**src/rtl/imm_gen_stage_if.sv**
```systemverilog
// Valid/ready bundle between fetch, the immediate stage and its consumer.
// The slave modport is the stage side; master is the driving/consuming side.
interface imm_gen_stage_if #(
    parameter int unsigned XLEN = 32
);
    logic            flush_i;
    logic            instr_valid_i;
    logic            instr_ready_o;
    logic [31:0]     instr_rdata_i;
    logic            valid_o;
    logic            ready_i;
    logic [31:0]     instr_o;
    logic [XLEN-1:0] imm_o;
    logic [2:0]      imm_type_o;
    logic            illegal_o;
    logic            compressed_o;

    modport slave (
        input  flush_i, instr_valid_i, instr_rdata_i, ready_i,
        output instr_ready_o, valid_o, instr_o, imm_o,
        output imm_type_o, illegal_o, compressed_o
    );

    modport master (
        output flush_i, instr_valid_i, instr_rdata_i, ready_i,
        input  instr_ready_o, valid_o, instr_o, imm_o,
        input  imm_type_o, illegal_o, compressed_o
    );
endinterface

```
**src/rtl/imm_gen_stage.sv**
```systemverilog
// Registered immediate decode stage with optional 2-entry skid buffer.
// Define IMM_GEN_RVC_EN to decode 16-bit RVC immediates.
module imm_gen_stage #(
    parameter int unsigned XLEN = 32,
    parameter int unsigned SKID = 1
) (
    input  logic             clk_i,
    input  logic             rst_ni,
    imm_gen_stage_if.slave   bus
);
    typedef enum logic [2:0] {
        IMM_NONE, IMM_I, IMM_S, IMM_B, IMM_U, IMM_J, IMM_Z
    } imm_type_e;

    typedef enum logic [1:0] {EMPTY, ONE, TWO} state_e;

    typedef struct packed {
        logic [31:0]     instr;
        logic [XLEN-1:0] imm;
        imm_type_e       ty;
        logic            illegal;
        logic            comp;
    } entry_t;

    if (XLEN != 32 && XLEN != 64) begin : g_bad_xlen
        $error("imm_gen_stage: XLEN must be 32 or 64");
    end

    function automatic logic [XLEN-1:0] sext(input logic [31:0] v);
        return XLEN'($signed(v));
    endfunction

    logic [31:0] w;
    entry_t      dec;
    assign w = bus.instr_rdata_i;

`ifdef IMM_GEN_RVC_EN
    logic [15:0] c;
    assign c = w[15:0];
`endif

    always_comb begin
        dec       = '0;
        dec.instr = w;
        if (w[1:0] == 2'b11) begin
            unique case (w[6:0])
                7'b0000011, 7'b0010011, 7'b1100111: begin
                    dec.ty  = IMM_I;
                    dec.imm = sext(32'($signed(w[31:20])));
                end
                7'b0100011: begin
                    dec.ty  = IMM_S;
                    dec.imm = sext(32'($signed({w[31:25], w[11:7]})));
                end
                7'b1100011: begin
                    dec.ty  = IMM_B;
                    dec.imm = sext(32'($signed({w[31], w[7],
                        w[30:25], w[11:8], 1'b0})));
                end
                7'b0110111, 7'b0010111: begin
                    dec.ty  = IMM_U;
                    dec.imm = sext({w[31:12], 12'b0});
                end
                7'b1101111: begin
                    dec.ty  = IMM_J;
                    dec.imm = sext(32'($signed({w[31], w[19:12],
                        w[20], w[30:21], 1'b0})));
                end
                7'b1110011: begin
                    if (w[14]) begin
                        dec.ty  = IMM_Z;
                        dec.imm = XLEN'(w[19:15]);
                    end else begin
                        dec.ty  = IMM_I;
                        dec.imm = sext(32'($signed(w[31:20])));
                    end
                end
                7'b0110011, 7'b0001111: begin
                    dec.ty = IMM_NONE;
                end
                7'b0011011: begin
                    if (XLEN == 64) begin
                        dec.ty  = IMM_I;
                        dec.imm = sext(32'($signed(w[31:20])));
                    end else begin
                        dec.illegal = 1'b1;
                    end
                end
                default: dec.illegal = 1'b1;
            endcase
        end else begin
`ifdef IMM_GEN_RVC_EN
            dec.comp = 1'b1;
            unique case ({c[1:0], c[15:13]})
                5'b01_000, 5'b01_010: begin
                    dec.ty  = IMM_I;
                    dec.imm = sext(32'($signed({c[12], c[6:2]})));
                end
                5'b01_011: begin
                    // rd 0 and 2 are reserved / C.ADDI16SP, not C.LUI
                    if (c[11:7] != 5'd0 && c[11:7] != 5'd2) begin
                        dec.ty  = IMM_U;
                        dec.imm = sext(32'($signed({c[12], c[6:2],
                            12'b0})));
                    end else begin
                        dec.illegal = 1'b1;
                    end
                end
                5'b01_101: begin
                    dec.ty  = IMM_J;
                    dec.imm = sext(32'($signed({c[12], c[8], c[10:9],
                        c[6], c[7], c[2], c[11], c[5:3], 1'b0})));
                end
                5'b01_110, 5'b01_111: begin
                    dec.ty  = IMM_B;
                    dec.imm = sext(32'($signed({c[12], c[6:5], c[2],
                        c[11:10], c[4:3], 1'b0})));
                end
                5'b00_010: begin
                    dec.ty  = IMM_I;
                    dec.imm = XLEN'({c[5], c[12:10], c[6], 2'b00});
                end
                5'b00_110: begin
                    dec.ty  = IMM_S;
                    dec.imm = XLEN'({c[5], c[12:10], c[6], 2'b00});
                end
                default: dec.illegal = 1'b1;
            endcase
`else
            dec.illegal = 1'b1;
`endif
        end
    end

    state_e state_q, state_d;
    entry_t out_q, skid_q;
    logic   load_out, load_skid, promote;
    logic   in_xfer, out_xfer;

    assign bus.valid_o = (state_q != EMPTY);
    if (SKID != 0) begin : g_skid
        assign bus.instr_ready_o = (state_q != TWO);
    end else begin : g_single
        assign bus.instr_ready_o = !bus.valid_o || bus.ready_i;
    end

    assign in_xfer  = bus.instr_valid_i && bus.instr_ready_o;
    assign out_xfer = bus.valid_o && bus.ready_i;

    always_comb begin
        state_d   = state_q;
        load_out  = 1'b0;
        load_skid = 1'b0;
        promote   = 1'b0;
        unique case (state_q)
            EMPTY: begin
                if (in_xfer) begin
                    state_d  = ONE;
                    load_out = 1'b1;
                end
            end
            ONE: begin
                if (in_xfer && out_xfer) begin
                    load_out = 1'b1;
                end else if (in_xfer) begin
                    state_d   = TWO;
                    load_skid = 1'b1;
                end else if (out_xfer) begin
                    state_d = EMPTY;
                end
            end
            TWO: begin
                if (out_xfer) begin
                    state_d = ONE;
                    promote = 1'b1;
                end
            end
            default: state_d = EMPTY;
        endcase
        if (bus.flush_i) begin
            state_d   = EMPTY;
            load_out  = 1'b0;
            load_skid = 1'b0;
            promote   = 1'b0;
        end
    end

    always_ff @(posedge clk_i or negedge rst_ni) begin
        if (!rst_ni) begin
            state_q <= EMPTY;
            out_q   <= '0;
            skid_q  <= '0;
        end else begin
            state_q <= state_d;
            if (load_out) begin
                out_q <= dec;
            end else if (promote) begin
                out_q <= skid_q;
            end
            if (load_skid) begin
                skid_q <= dec;
            end
        end
    end

    assign bus.instr_o      = out_q.instr;
    assign bus.imm_o        = out_q.imm;
    assign bus.imm_type_o   = out_q.ty;
    assign bus.illegal_o    = out_q.illegal;
    assign bus.compressed_o = out_q.comp;
endmodule
```
**src/flat_wrapper.sv**
```systemverilog
// flat-port wrapper written by rule: the top's interface ports become plain ports
module imm_gen_stage_flat 
#(
    parameter int unsigned XLEN = 32,
    parameter int unsigned SKID = 1
)
  (clk_i, rst_ni, bus_flush_i, bus_instr_valid_i, bus_instr_rdata_i, bus_ready_i, bus_instr_ready_o, bus_valid_o, bus_instr_o, bus_imm_o, bus_imm_type_o, bus_illegal_o, bus_compressed_o);
  imm_gen_stage_if #(.XLEN(XLEN)) bus_i ();
  input  logic clk_i;
  input  logic rst_ni;
  input wire logic [$bits(bus_i.flush_i)-1:0] bus_flush_i;
  input wire logic [$bits(bus_i.instr_valid_i)-1:0] bus_instr_valid_i;
  input wire logic [$bits(bus_i.instr_rdata_i)-1:0] bus_instr_rdata_i;
  input wire logic [$bits(bus_i.ready_i)-1:0] bus_ready_i;
  output wire logic [$bits(bus_i.instr_ready_o)-1:0] bus_instr_ready_o;
  output wire logic [$bits(bus_i.valid_o)-1:0] bus_valid_o;
  output wire logic [$bits(bus_i.instr_o)-1:0] bus_instr_o;
  output wire logic [$bits(bus_i.imm_o)-1:0] bus_imm_o;
  output wire logic [$bits(bus_i.imm_type_o)-1:0] bus_imm_type_o;
  output wire logic [$bits(bus_i.illegal_o)-1:0] bus_illegal_o;
  output wire logic [$bits(bus_i.compressed_o)-1:0] bus_compressed_o;
  assign bus_i.flush_i = bus_flush_i;
  assign bus_i.instr_valid_i = bus_instr_valid_i;
  assign bus_i.instr_rdata_i = bus_instr_rdata_i;
  assign bus_i.ready_i = bus_ready_i;
  assign bus_instr_ready_o = bus_i.instr_ready_o;
  assign bus_valid_o = bus_i.valid_o;
  assign bus_instr_o = bus_i.instr_o;
  assign bus_imm_o = bus_i.imm_o;
  assign bus_imm_type_o = bus_i.imm_type_o;
  assign bus_illegal_o = bus_i.illegal_o;
  assign bus_compressed_o = bus_i.compressed_o;
  imm_gen_stage #(.XLEN(XLEN), .SKID(SKID)) u_core (.clk_i(clk_i), .rst_ni(rst_ni), .bus(bus_i));
endmodule
```
**config.mk**
```make
export PLATFORM = sky130hd
export DESIGN_NAME = imm_gen_stage_flat
export DESIGN_NICKNAME = d
export VERILOG_FILES = /design/src/rtl/imm_gen_stage_if.sv /design/src/rtl/imm_gen_stage.sv /design/src/flat_wrapper.sv
export SDC_FILE = /design/constraint.sdc
export NUM_CORES = 1
export LEC_CHECK = 0
export CORE_MARGIN = 5
export CORE_UTILIZATION = 40
export CTS_CLUSTER_DIAMETER = 120
export DETAILED_ROUTE_END_ITERATION = 12
export HOLD_SLACK_MARGIN = 0.03
export PLACE_DENSITY = 0.66
export SYNTH_ARGS = -nofsm -noshare
export SYNTH_HDL_FRONTEND = slang
export SYNTH_SLANG_ARGS = --single-unit
```
**constraint.sdc**
```tcl
create_clock -name clk_i -period 1.5 [get_ports clk_i]
set_input_delay 0.3 -clock clk_i [delete_from_list [all_inputs] [get_ports clk_i]]
set_output_delay 0.3 -clock clk_i [all_outputs]
set_load 0.01 [all_outputs]
```
Word level (Yosys, flattened, before mapping)
Index checks and enable logic that the tools add are counted.
{"block": "word_totals", "in_bits": 37, "elab_cells": 64, "output_inout_bits": 71, "reg_bits": 139}
{"block": "classes", "mux": 25, "n_eq_ne": 19, "reduce_logical": 10}
{"operator": "$pmux W32 S6", "n": 1}
{"operator": "$mux W69", "n": 2}
{"operator": "$mux W35", "n": 2}
{"operator": "$eq A7 B7 Y1 const B", "n": 4}
{"operator": "$eq A7 B6 Y1 const B", "n": 3}
{"operator": "$pmux W3 S6", "n": 1}
{"operator": "$eq A7 B5 Y1 const B", "n": 2}
{"operator": "$mux W2", "n": 6}
{"operator": "$mux W1", "n": 11}
{"operator": "$reduce_or A11 Y1", "n": 1}
{"operator": "$eq A7 B2 Y1 const B", "n": 1}
{"operator": "$eq A7 B4 Y1 const B", "n": 1}
{"operator": "$ne A3 B2 Y1 const B", "n": 2}
{"operator": "$pmux W2 S3", "n": 1}
{"operator": "$eq A2 B2 Y1 const B", "n": 2}
{"operator": "$ne A4 B2 Y1 const B", "n": 1}
{"operator": "$reduce_and A4 Y1", "n": 1}
{"operator": "$reduce_bool A2 Y1", "n": 2}
{"operator": "$logic_and A1 B1 Y1", "n": 3}
{"operator": "$ne A3 B3 Y1 const B", "n": 1}
{"operator": "$reduce_or A3 Y1", "n": 1}
{"operator": "$eq A2 B1 Y1 const B", "n": 1}
{"operator": "$logic_not A2 Y1", "n": 1}
{"operator": "$ne A2 B2 Y1 const B", "n": 1}
{"operator": "2 further kinds", "n": 2}

Logic depth before layout (Yosys ltp)
Gate-level depths: netlist (run 1).
{"block": "depth", "depth_word": 7, "depth_mapped": 8, "mapped_depth_nobuf": 6}

Worst setup path before layout (run 1)
Ideal clock, no wire load.
{"block": "synth_path", "path_type": "register to register", "from": "reg u_core.state_q[0]", "to": "reg u_core.out_q, in the netlist u_core.bus.imm_o[22]", "path_slack_ns": -0.181, "t_required_ns": 1.369, "setup_ns": 0.131, "stages_incl_launch_ff": 9, "arrival_ns": 1.550, "path_buffers": 2, "period_less_slack_ns": 1.681, "cell_sequence": "dfrtp_1 nor2b_1 inv_1 nor3b_2 nor2_1 buf_2 buf_2 a22oi_1 o21ai_1"}
{"block": "synth_via", "elab_chain_len": 7, "elab_cells_between_ends": 17, "cone_classes": "eq/ne (3); mux (8); reduce/logical (6)"}
{"element": "start: declaration", "line": "imm_gen_stage.sv:135", "rtl": "state_e state_q, state_d;"}
{"element": "start signal: assignment", "line": "imm_gen_stage.sv:194", "rtl": "state_q <= state_d;"}
{"element": "$ne A2 B2 Y1 (*)", "line": "imm_gen_stage.sv:142", "rtl": "assign bus.instr_ready_o = (state_q != TWO);"}
{"element": "via bus_instr_ready_o", "line": "flat_wrapper.sv:15", "rtl": "output wire logic [$bits(bus_i.instr_ready_o)-1:0] bus_instr_ready_o;"}
{"element": "$logic_and A1 B1 Y1 (*)", "line": "imm_gen_stage.sv:147", "rtl": "assign in_xfer = bus.instr_valid_i && bus.instr_ready_o;"}
{"element": "$logic_and A1 B1 Y1", "line": "imm_gen_stage.sv:163", "rtl": "if (in_xfer && out_xfer) begin"}
{"element": "$mux W1", "line": "imm_gen_stage.sv:163"}
{"element": "$pmux W1 S2 (*)", "line": "imm_gen_stage.sv:155", "rtl": "unique case (state_q)"}
{"element": "$mux W1 (*)", "line": "imm_gen_stage.sv:180", "rtl": "if (bus.flush_i) begin"}
{"element": "$mux W69 / $reduce_bool A2 Y1 (equally long branches)"}
{"element": "end signal: assignment", "line": "imm_gen_stage.sv:198", "rtl": "out_q <= skid_q;"}
{"element": "end: declaration", "line": "imm_gen_stage.sv:136", "rtl": "entry_t out_q, skid_q;"}
The timed path passes the listed nets; every way through them passes the cells marked *.
A chain may end at the register's enable or synchronous reset.

Final worst setup path (run 1)
{"block": "layout_path", "from": "reg u_core.state_q[0]", "to": "reg u_core.out_q, in the netlist u_core.bus.imm_o[9]"}
{"block": "layout_via", "elab_chain_len": 7, "elab_cells_between_ends": 17, "cone_classes": "eq/ne (3); mux (8); reduce/logical (6)"}
{"element": "$ne A2 B2 Y1 / $reduce_bool A2 Y1 (equally long branches)", "line": "imm_gen_stage.sv:142, imm_gen_stage.sv:140"}
{"element": "$logic_and A1 B1 Y1 (on tied branches)", "line": "imm_gen_stage.sv:147, imm_gen_stage.sv:148"}
{"element": "$logic_and A1 B1 Y1", "line": "imm_gen_stage.sv:163"}
{"element": "$mux W1", "line": "imm_gen_stage.sv:163"}
{"element": "$pmux W1 S2", "line": "imm_gen_stage.sv:155"}
{"element": "$mux W1", "line": "imm_gen_stage.sv:180"}
{"element": "$mux W69 / $reduce_bool A2 Y1 (equally long branches)"}
Several ways; a longest one is shown, not always the timed one.

==> impl_metrics.json, run 1 <==
{
  "status": "complete, but fails checks",
  "finalCriticalPeriod_ns": 1.77,
  "dpl_cell_area_mm2": 0.00801,
  "ios": 108,
  "cp-start-kind": "flip-flop",
  "yosysWarnings": 0,
  "async_reset_ff_share_pct": 100,
  "cts_root_buffer": "clkbuf_16",
  "vias": 6229,
  "finalSetupViolCount": 138,
  "finalHoldViolations": 0,
  "rsz0062_at_grt": "true",
  "drt-vias-per-instance": 5.99,
  "grt_pass1_vias": 6505,
  "insertedDiodeCount": 0,
  "post-route-period-util_pct": 118,
  "drc": 0,
  "cts_buffers": 17,
  "nNetsFinal": 880,
  "clock-sinks": 138,
  "syn2layout_area_growth_pct": 76.9,
  "synth_cells": 623,
  "grt_max_degree": 44,
  "ir_drop_v": 0.000829,
  "grt_overflow": 0,
  "grt.total_usage_pct": 26.3,
  "crit_chain": "nor2b_2 -> inv_2 -> nor3b_4 -> buf_4 -> buf_12 -> buf_8 -> a221o_1",
  "place_hpwl_um": 13200,
  "drt_iter0_markers": 547,
  "routedWlPerCell_um": 23.8,
  "required_ns": 1.86,
  "relSlewSlack_pct": 61.2,
  "cts_tree": "built",
  "violations": "setup timing",
  "clk_pin_slew_ns": 0.06,
  "htreeDepth": 4,
  "ant_nets": 0,
  "max_stage_delay_ns": 0.42,
  "syn_area_mm2": 0.00601,
  "fin_skew_ns": 0.00787,
  "critPathTopFamily": "buffers and inverters",
  "layout-drive-gt1-share_pct": 45.6,
  "setup_ws_ns": -0.271,
  "synth_top_flop_cell": "dfrtp_1",
  "path_class": "reg2reg",
  "synth_area_per_cell_um2": 9.64,
  "synth_edf_count": 0,
  "port_buffers": 106,
  "power_density_mw_per_mm2": 1080,
  "cp_max_fo": 6,
  "antenna_found_initial": 0,
  "first_pass_iters": 7,
  "coreArea_mm2": 0.0146,
  "grt_pass1_wl_um": 36300,
  "ys_types": 49,
  "dieArea_mm2": 0.0176,
  "slowest_stage": "dfrtp_1",
  "p_leak_nw": 5.00,
  "cts_max_path_buffers": 2,
  "synth_fp_nets": 660,
  "end_kind": "flip-flop",
  "slew_viol_final": 0,
  "die_x_um": 133,
  "place_inst": 956,
  "finalInstanceArea_mm2": 0.0106,
  "tightestPinTransition_ns": 0.578,
  "finalWirelength_um": 24700,
  "num_rows": 44,
  "path_buf_inv": 4,
  "final-instance-count-excl-fill": 1040,
  "worstPathArrival_ns": 2.13,
  "worstSkewPairLatency_ns": 0.43,
  "synth_seq_cells": 138,
  "die_h_um": 133,
  "fmax_mhz": 565,
  "hp-class": "in2async",
  "drv_cap": 0,
  "start_util_pct": 41.0,
  "routabilityCongestion": 0.841,
  "synth.yosys.seq_area_share_pct": 57.5
}
[routing by layer]
layer	up-vias	track usage [%]	routed length, µm
met1	3094	32.9	9610
met4	0	11.9	1200
li1	2646	-	-
met5	-	0	0
met3	106	6.07	1880
met2	383	43.5	12000
[flip-flops by register name (all words and copies together) (netlist names)]
name / flops
u_core.skid_q: 68
u_core.bus.imm_o: 32
u_core.bus.instr_o: 32
u_core.bus.imm_type_o: 3
u_core.state_q: 2
u_core.bus.illegal_o: 1
[kinds of logic (layout without fill, tap and decap cells)]
group	after synthesis	count (layout)	synth area share, %
simple gates	276	278	20.6
other cells	1	1	0.0624
mux	1	1	0.167
xor+xnor	1	1	0.146
compound gates	155	155	17.7
flops	138	138	57.5
buf+inv	51	282	3.81
[layout make-up]
| class | instances | area (µm²) |
|---|---|---|
| clock buffer | 22 | 474 |
| clock inverter | 10 | 188 |
| fill | 966 | 4020 |
| inverter | 4 | 15.0 |
| multi-input combinational | 436 | 3340 |
| sequential | 138 | 3450 |
| tap | 184 | 230 |
| timing repair buffer | 246 | 2930 |
[worst reg2reg max path, cell delays in order, from the launching register on]
cell and delay [ns]:
dfrtp_1 0.42, nor2b_2 0.16, inv_2 0.07, nor3b_4 0.32, buf_4 0.26, buf_12 0.16, buf_8 0.13, a221o_1 0.17
[report_power, final]
group | switching (mW) | total, mW | internal (mW)
Combinational | 1.03 | 2.09 | 1.06
Clock | 1.68 | 4.77 | 3.09
Sequential | 0.456 | 4.64 | 4.19
Total | 3.16 | 11.5 | 8.33
[cell usage in the layout, fill, tap and decap left out, drive strengths merged, types with 2 or more instances in the layout]
master and instances:
nand2 196, dfrtp 138, buf 134, dlygate4sd2 75
a22oi 46, o21ai 45, clkbuf 30, clkdlybuf4s50 26
a21oi 22, nand3 17, a221o 15, and3 14
nor2 9, nand4 7, and2 7, a22o 6
nor3 6, bufinv 5, a221oi 5, inv 5
nor2b 5, or2 3, or3 3, nor3b 3
o21a 3, nand2b 2, nand3b 2, a211oi 2
o22ai 2, a31oi 2, clkinvlp 2, clkdlybuf4s15 2
a211o 2, clkinv 2
[stage by stage]
stage	hold slack (ns)	util, %	total power [mW]	worst slack, ns	setup TNS (ns)
6_report	0.373	72.6	11.5	-0.271	-24.29
3_3_place_gp	0.251	54.7	6.07	-0.693	-65.46
2_1_floorplan	0.00441	-	5.14	-0.0981	-3.41
4_1_cts	0.382	68.9	11.1	-0.204	-12.67
5_1_grt	0.409	72.6	11.9	-0.319	-30.80
3_5_place_dp	0.261	54.7	6.13	-0.762	-68.27
[final timing paths]
| kind | from | to | slack, ns | cells after the start |
|---|---|---|---|---|
| worst max register to register | u_core.state_q[0]$_DFFE_PN0P_ | u_core.bus.imm_o[9]$_DFFE_PN0P_ | -0.27 | 7 |
| min in group clk_i | bus_instr_rdata_i[2] | u_core.skid_q[39]$_DFFE_PN0P_ | 0.41 | 4 |
| max in group asynchronous | rst_ni | u_core.skid_q[40]$_DFFE_PN0P_ | 0.56 | 3 |
| worst min-delay path | rst_ni | u_core.bus.instr_o[20]$_DFFE_PN0P_ | 0.37 | 2 |
| worst max-delay path | u_core.state_q[0]$_DFFE_PN0P_ | u_core.bus.imm_o[9]$_DFFE_PN0P_ | -0.27 | 7 |
| worst min register to register | u_core.bus.instr_o[25]$_DFFE_PN0P_ | u_core.bus.instr_o[25]$_DFFE_PN0P_ | 0.46 | 2 |
[Yosys cell counts (2+ instances only)]
library cell,number,area [µm²]
a211oi_1,2,15.0
a21oi_1,21,105
a221o_1,15,150
a221oi_1,5,43.8
a22o_1,6,52.6
a22oi_1,46,345
a31oi_1,2,12.5
and2_1,7,43.8
and3_1,14,87.6
buf_2,14,70.1
buf_6,2,22.5
clkbuf_1,28,105
dfrtp_1,138,3450
inv_1,4,15.0
nand2_1,196,736
nand2b_1,2,12.5
nand3_1,17,85.1
nand3b_1,2,15.0
nand4_1,7,43.8
nor2_1,9,33.8
nor2b_1,5,31.3
nor3_1,4,20.0
nor3_2,2,20.0
nor3b_1,2,15.0
o21a_1,3,22.5
o21ai_0,25,125
o21ai_1,20,100
o22ai_1,2,12.5
or2_2,3,18.8
[timing repair]
item | in CTS | in global routing
hold endpoints to repair | 40 | 0
setup buffers | 24 | 7
gates resized for setup | 310 | 128
setup endpoints to repair | 176 | 138
hold buffers | 1 | 0
pin swaps | 79 | 92
gates cloned | 20 | 9
(Power assumes the default switching activity.)
==> inputs of run 2 (changes only) <==
Settings changed: GPL_ROUTABILITY_DRIVEN set to 0.
==> run 2 against run 1 <==
Compared with the run above: the run still ends with setup timing left; clock power shrank 9.0%; final cell count shrank 4.0%; die area is the same; sequential cell count is the same; power shrank 8.9%; maximum frequency is essentially flat; combinational power shrank 22%; wire length shrank 21%; cell area shrank 13%; clock skew shrank 0.0019 ns; register-to-register slack is essentially flat; sequential share of layout area grew 4.9 points.
==> impl_metrics.json, run 2 (same netlist as run 1, synthesis figures left out) <==
{
  "status": "complete, but fails checks",
  "violations": "setup timing",
  "start_util_pct": 41.0,
  "place_hpwl_um": 12800,
  "drc": 0,
  "finalPower_mw": 10.5,
  "slew_viol_final": 0,
  "cp-start-kind": "flip-flop",
  "routedWlPerCell_um": 19.6,
  "finalHoldViolations": 0,
  "nNetsFinal": 838,
  "num_rows": 44,
  "insertedDiodeCount": 0,
  "syn2layout_area_growth_pct": 53.9,
  "slowest_stage": "or3_4",
  "coreArea_mm2": 0.0146,
  "grt_pass1_wl_um": 30700,
  "fin_skew_ns": 0.00600,
  "cts_max_path_buffers": 2,
  "cp_max_fo": 8,
  "drt-vias-per-instance": 5.63,
  "required_ns": 1.80,
  "fill_cells": 1146,
  "cts_root_buffer": "clkbuf_16",
  "top_register": "u_core.skid_q",
  "grt.total_usage_pct": 21.7,
  "worstSkewPairLatency_ns": 0.42,
  "htreeDepth": 4,
  "drt_iter0_markers": 507,
  "path_class": "reg2reg",
  "die_h_um": 133,
  "end_kind": "flip-flop",
  "dieArea_mm2": 0.0176,
  "ios": 108,
  "largest_reg_flops": 68,
  "clock-sinks": 138,
  "critPathTopFamily": "simple AND/OR/NAND/NOR gates",
  "worstPathArrival_ns": 2.07,
  "place_inst": 948,
  "port_buffers": 106,
  "cts_buffers": 17,
  "ir_drop_v": 0.000889,
  "path_buf_inv": 1,
  "mostFrequentLayoutCells": "193 x nand2_1, 138 x dfrtp_1, 73 x dlygate4sd2_1, 59 x buf_4, 42 x a22oi_2",
  "multi_input_area_mm2": 0.00285,
  "finalCriticalPeriod_ns": 1.77,
  "drv_cap": 0,
  "hp-class": "in2async",
  "setup_ws_ns": -0.269,
  "grt_max_degree": 44,
  "grt_pass1_vias": 5714,
  "final_common_cell": "nand2_1",
  "finalWirelength_um": 19600,
  "rsz0062_at_grt": "true",
  "clk_pin_slew_ns": 0.06,
  "max_stage_delay_ns": 0.44,
  "first_pass_iters": 5,
  "cts_tree": "built",
  "grt_overflow": 0,
  "finalSetupViolCount": 138,
  "die_x_um": 133,
  "register_area_mm2": 0.00345,
  "post-route-period-util_pct": 118,
  "power_density_mw_per_mm2": 1130,
  "fmax_mhz": 565,
  "antenna_found_initial": 0,
  "vias": 5622,
  "p_leak_nw": 4.43,
  "ant_nets": 0,
  "layout-drive-gt1-share_pct": 29.9,
  "crit_chain": "buf_6 -> nand2b_4 -> or3_4 -> and3_4 -> a221o_1",
  "final-instance-count-excl-fill": 998
}
-- run 2: cell types whose count changed in the layout (fill, tap and decap cells not counted), moves of 8 or more --
cell,before,now
nand2_4,41,0
nand2_1,89,193
buf_12,28,12
nand2_2,65,3
a22oi_2,34,42
a22oi_1,12,4
o21ai_2,18,1
buf_6,28,20
o21ai_0,1,14
buf_16,14,2
-- run 2: per-stage QoR --
step           hold slack [ns]  utilization [%]  setup WS, ns  setup TNS (ns)  instance area [µm²]
2_1_floorplan          0.00441                -       -0.0981           -3.41                 6170
3_3_place_gp             0.218             54.1        -0.708          -64.21                 7920
3_5_place_dp             0.228             54.1        -0.811          -71.21                 7920
4_1_cts                  0.351             60.0        -0.203           -8.86                 8790
5_1_grt                  0.359             63.1        -0.304          -22.81                 9240
6_report                 0.342             63.1        -0.269          -13.91                 9240
-- run 2: per-layer routing --
layer / track usage (%) / share of wire [%] / vias to the layer above
li1: - / - / 2545
met1: 27.2 / 40 / 2795
met2: 36.4 / 50 / 241
met3: 5.13 / 7.3 / 41
met4: 8.60 / 2.5 / 0
met5: 0 / 0 / -
-- run 2: final timing paths --
kind	cells after the start	slack (ns)	from	endpoint
setup / recovery	5	-0.27	u_core.state_q[1]$_DFFE_PN0P_	u_core.bus.imm_o[6]$_DFFE_PN0P_
hold / removal	2	0.34	rst_ni	u_core.bus.instr_o[24]$_DFFE_PN0P_
setup reg to reg	5	-0.27	u_core.state_q[1]$_DFFE_PN0P_	u_core.bus.imm_o[6]$_DFFE_PN0P_
hold reg to reg	2	0.46	u_core.bus.instr_o[21]$_DFFE_PN0P_	u_core.bus.instr_o[21]$_DFFE_PN0P_
max in group asynchronous	3	0.59	rst_ni	u_core.bus.instr_o[16]$_DFFE_PN0P_
min in group clk_i	4	0.42	bus_instr_rdata_i[4]	u_core.skid_q[41]$_DFFE_PN0P_
-- run 2: area by class of cell --
class                      count  share of cell area (%)
sequential                   138                    37.4
clock inverter                10                    1.52
multi-input combinational    435                    30.9
inverter                       4                   0.162
clock buffer                  22                    5.13
timing repair buffer         205                    22.5
tap                          184                    2.49
-- run 2: power breakdown --
part	internal [mW]	leakage (nW)	switching (mW)
clock network	2.75	0.293	1.60
logic	0.778	2.32	0.859
registers	4.19	1.82	0.306
total	7.72	4.43	2.76
-- run 2: repair_timing --
action / in CTS / in global routing
pin swaps: 12 / 75
endpoints found under the hold margin: 32 / 0
cloned: 2 / 5
setup buffers: 5 / 6
resized for setup: 160 / 67
endpoints found under the setup margin: 187 / 138
hold buffers: 1 / 0
==> inputs of run 3 (changes only) <==
Settings changed: CORE_ASPECT_RATIO set to 1.25.
==> run 3 against run 2 <==
Compared with the run above: the run still ends with setup timing left; utilization is 4.8 points higher; clock-buffer cell count stayed put; combinational power up 16%; clock power shrank 7.1%; global-route usage increased by 0.76 points; wire length is 18% higher; cell area rose by 9.4%; sequential cell count unchanged; clock skew about the same; final cell count increased by 2.7%; setup slack better by 0.088 ns; register-to-register slack improved by 0.09 ns; largest cell class unchanged.
==> impl_metrics.json, run 3 (same netlist as run 1, synthesis figures left out) <==
{
  "status": "complete, but fails checks",
  "violations": "setup timing",
  "power_density_mw_per_mm2": 1040,
  "hp-class": "in2reg",
  "final_common_cell": "dfrtp_1",
  "slew_viol_final": 0,
  "critPathTopFamily": "simple AND/OR/NAND/NOR gates",
  "path_buf_inv": 1,
  "worstSkewPairLatency_ns": 0.42,
  "grt_pass1_wl_um": 31500,
  "layout-drive-gt1-share_pct": 42.5,
  "die_x_um": 120,
  "mostFrequentLayoutCells": "138 x dfrtp_1, 95 x nand2_1, 72 x dlygate4sd2_1, 63 x nand2_2, 63 x buf_4",
  "cts_root_buffer": "clkbuf_16",
  "antenna_found_initial": 0,
  "first_pass_iters": 7,
  "die_h_um": 147,
  "end_kind": "flip-flop",
  "setup_ws_ns": -0.181,
  "cp_max_fo": 8,
  "nNetsFinal": 867,
  "path_class": "reg2reg",
  "slowest_stage": "or3_4",
  "syn2layout_area_growth_pct": 68.3,
  "finalHoldViolations": 0,
  "cp-start-kind": "flip-flop",
  "required_ns": 1.79,
  "vias": 6169,
  "rsz0062_at_grt": "true",
  "cts_max_path_buffers": 2,
  "max_stage_delay_ns": 0.46,
  "ios": 108,
  "ir_drop_v": 0.000629,
  "ant_nets": 0,
  "drv_cap": 0,
  "dpl_cell_area_mm2": 0.00792,
  "finalPower_mw": 10.5,
  "grt_pass1_vias": 5929,
  "grt_max_degree": 52,
  "finalWirelength_um": 23100,
  "finalInstanceArea_mm2": 0.0101,
  "cts_buffers": 17,
  "crit_chain": "nor2b_4 -> buf_6 -> or3_4 -> and3_4 -> a21oi_2 -> o21ai_1",
  "coreArea_mm2": 0.0149,
  "p_leak_nw": 4.92,
  "place_hpwl_um": 13000,
  "num_rows": 50,
  "routedWlPerCell_um": 22.6,
  "largest_reg_flops": 68,
  "fmax_mhz": 595,
  "start_util_pct": 40.3,
  "pre_cts_ws_ns": -0.810,
  "port_buffers": 106,
  "grt_overflow": 0,
  "htreeDepth": 4,
  "fin_skew_ns": 0.00597,
  "dieArea_mm2": 0.0176,
  "drt-vias-per-instance": 6.02,
  "grt.total_usage_pct": 22.5,
  "clock-sinks": 138,
  "finalSetupViolCount": 118,
  "insertedDiodeCount": 0,
  "finalCriticalPeriod_ns": 1.68,
  "cts_tree": "built",
  "top_register": "u_core.skid_q",
  "drc": 0,
  "post-route-period-util_pct": 112,
  "worstPathArrival_ns": 1.97,
  "drt_iter0_markers": 625,
  "clk_pin_slew_ns": 0.06
}
-- run 3: final timing paths --
path | slack [ns] | from | endpoint | cells past startpoint
worst max-delay path | -0.18 | u_core.state_q[0]$_DFFE_PN0P_ | u_core.bus.imm_o[1]$_DFFE_PN0P_ | 6
worst min-delay path | 0.23 | bus_instr_rdata_i[2] | u_core.skid_q[39]$_DFFE_PN0P_ | 4
worst max register to register | -0.18 | u_core.state_q[0]$_DFFE_PN0P_ | u_core.bus.imm_o[1]$_DFFE_PN0P_ | 6
worst min register to register | 0.47 | u_core.bus.instr_o[13]$_DFFE_PN0P_ | u_core.bus.instr_o[13]$_DFFE_PN0P_ | 2
max in group asynchronous | 0.58 | rst_ni | u_core.bus.instr_o[30]$_DFFE_PN0P_ | 3
min in group asynchronous | 0.34 | rst_ni | u_core.bus.instr_o[2]$_DFFE_PN0P_ | 2
-- run 3: layout make-up --
class	instances	area, µm²
fill	1026	4780
sequential	138	3450
multi-input combinational	436	3270
timing repair buffer	233	2590
clock buffer	22	454
tap	182	228
clock inverter	10	100
inverter	4	15.0
-- run 3: report_power, final --
group	switching, mW	leakage [nW]	internal (mW)
Combinational	0.992	2.81	0.913
Clock	1.57	0.281	2.47
Sequential	0.355	1.82	4.19
-- run 3: routing by layer --
metal	global-route usage, %	wire length [µm]	up-vias
met5	0	0	-
met1	27.8	8650	3126
met3	4.31	1600	77
met4	9.68	1080	0
li1	-	-	2618
met2	38.3	11800	348
-- run 3: worst reg2reg max path: stages (launching register included) --
cell and delay (ns):
dfrtp_1 0.41, nor2b_4 0.16, buf_6 0.13, or3_4 0.46
and3_4 0.21, a21oi_2 0.11, o21ai_1 0.08
-- run 3: per-stage QoR --
stage | util (%) | hold WS [ns] | instances | setup TNS, ns
after floorplan | - | 0.00441 | 623 | -3.41
after global placement | 53.2 | 0.201 | 944 | -69.83
after detailed placement | 53.2 | 0.211 | 944 | -74.92
after CTS | 59.3 | 0.247 | 995 | -4.01
after global routing | 67.9 | 0.245 | 1025 | -16.38
final | 67.9 | 0.233 | 1025 | -7.97
-- run 3: repair_timing --
item                                    in CTS  in global routing
buffers inserted                            13                 10
hold buffers                                 1                  0
gates resized for setup                    159                238
endpoints found under the setup margin     174                137
pin swaps                                   18                114
cloned                                       5                 21
hold endpoints to repair                    28                  0
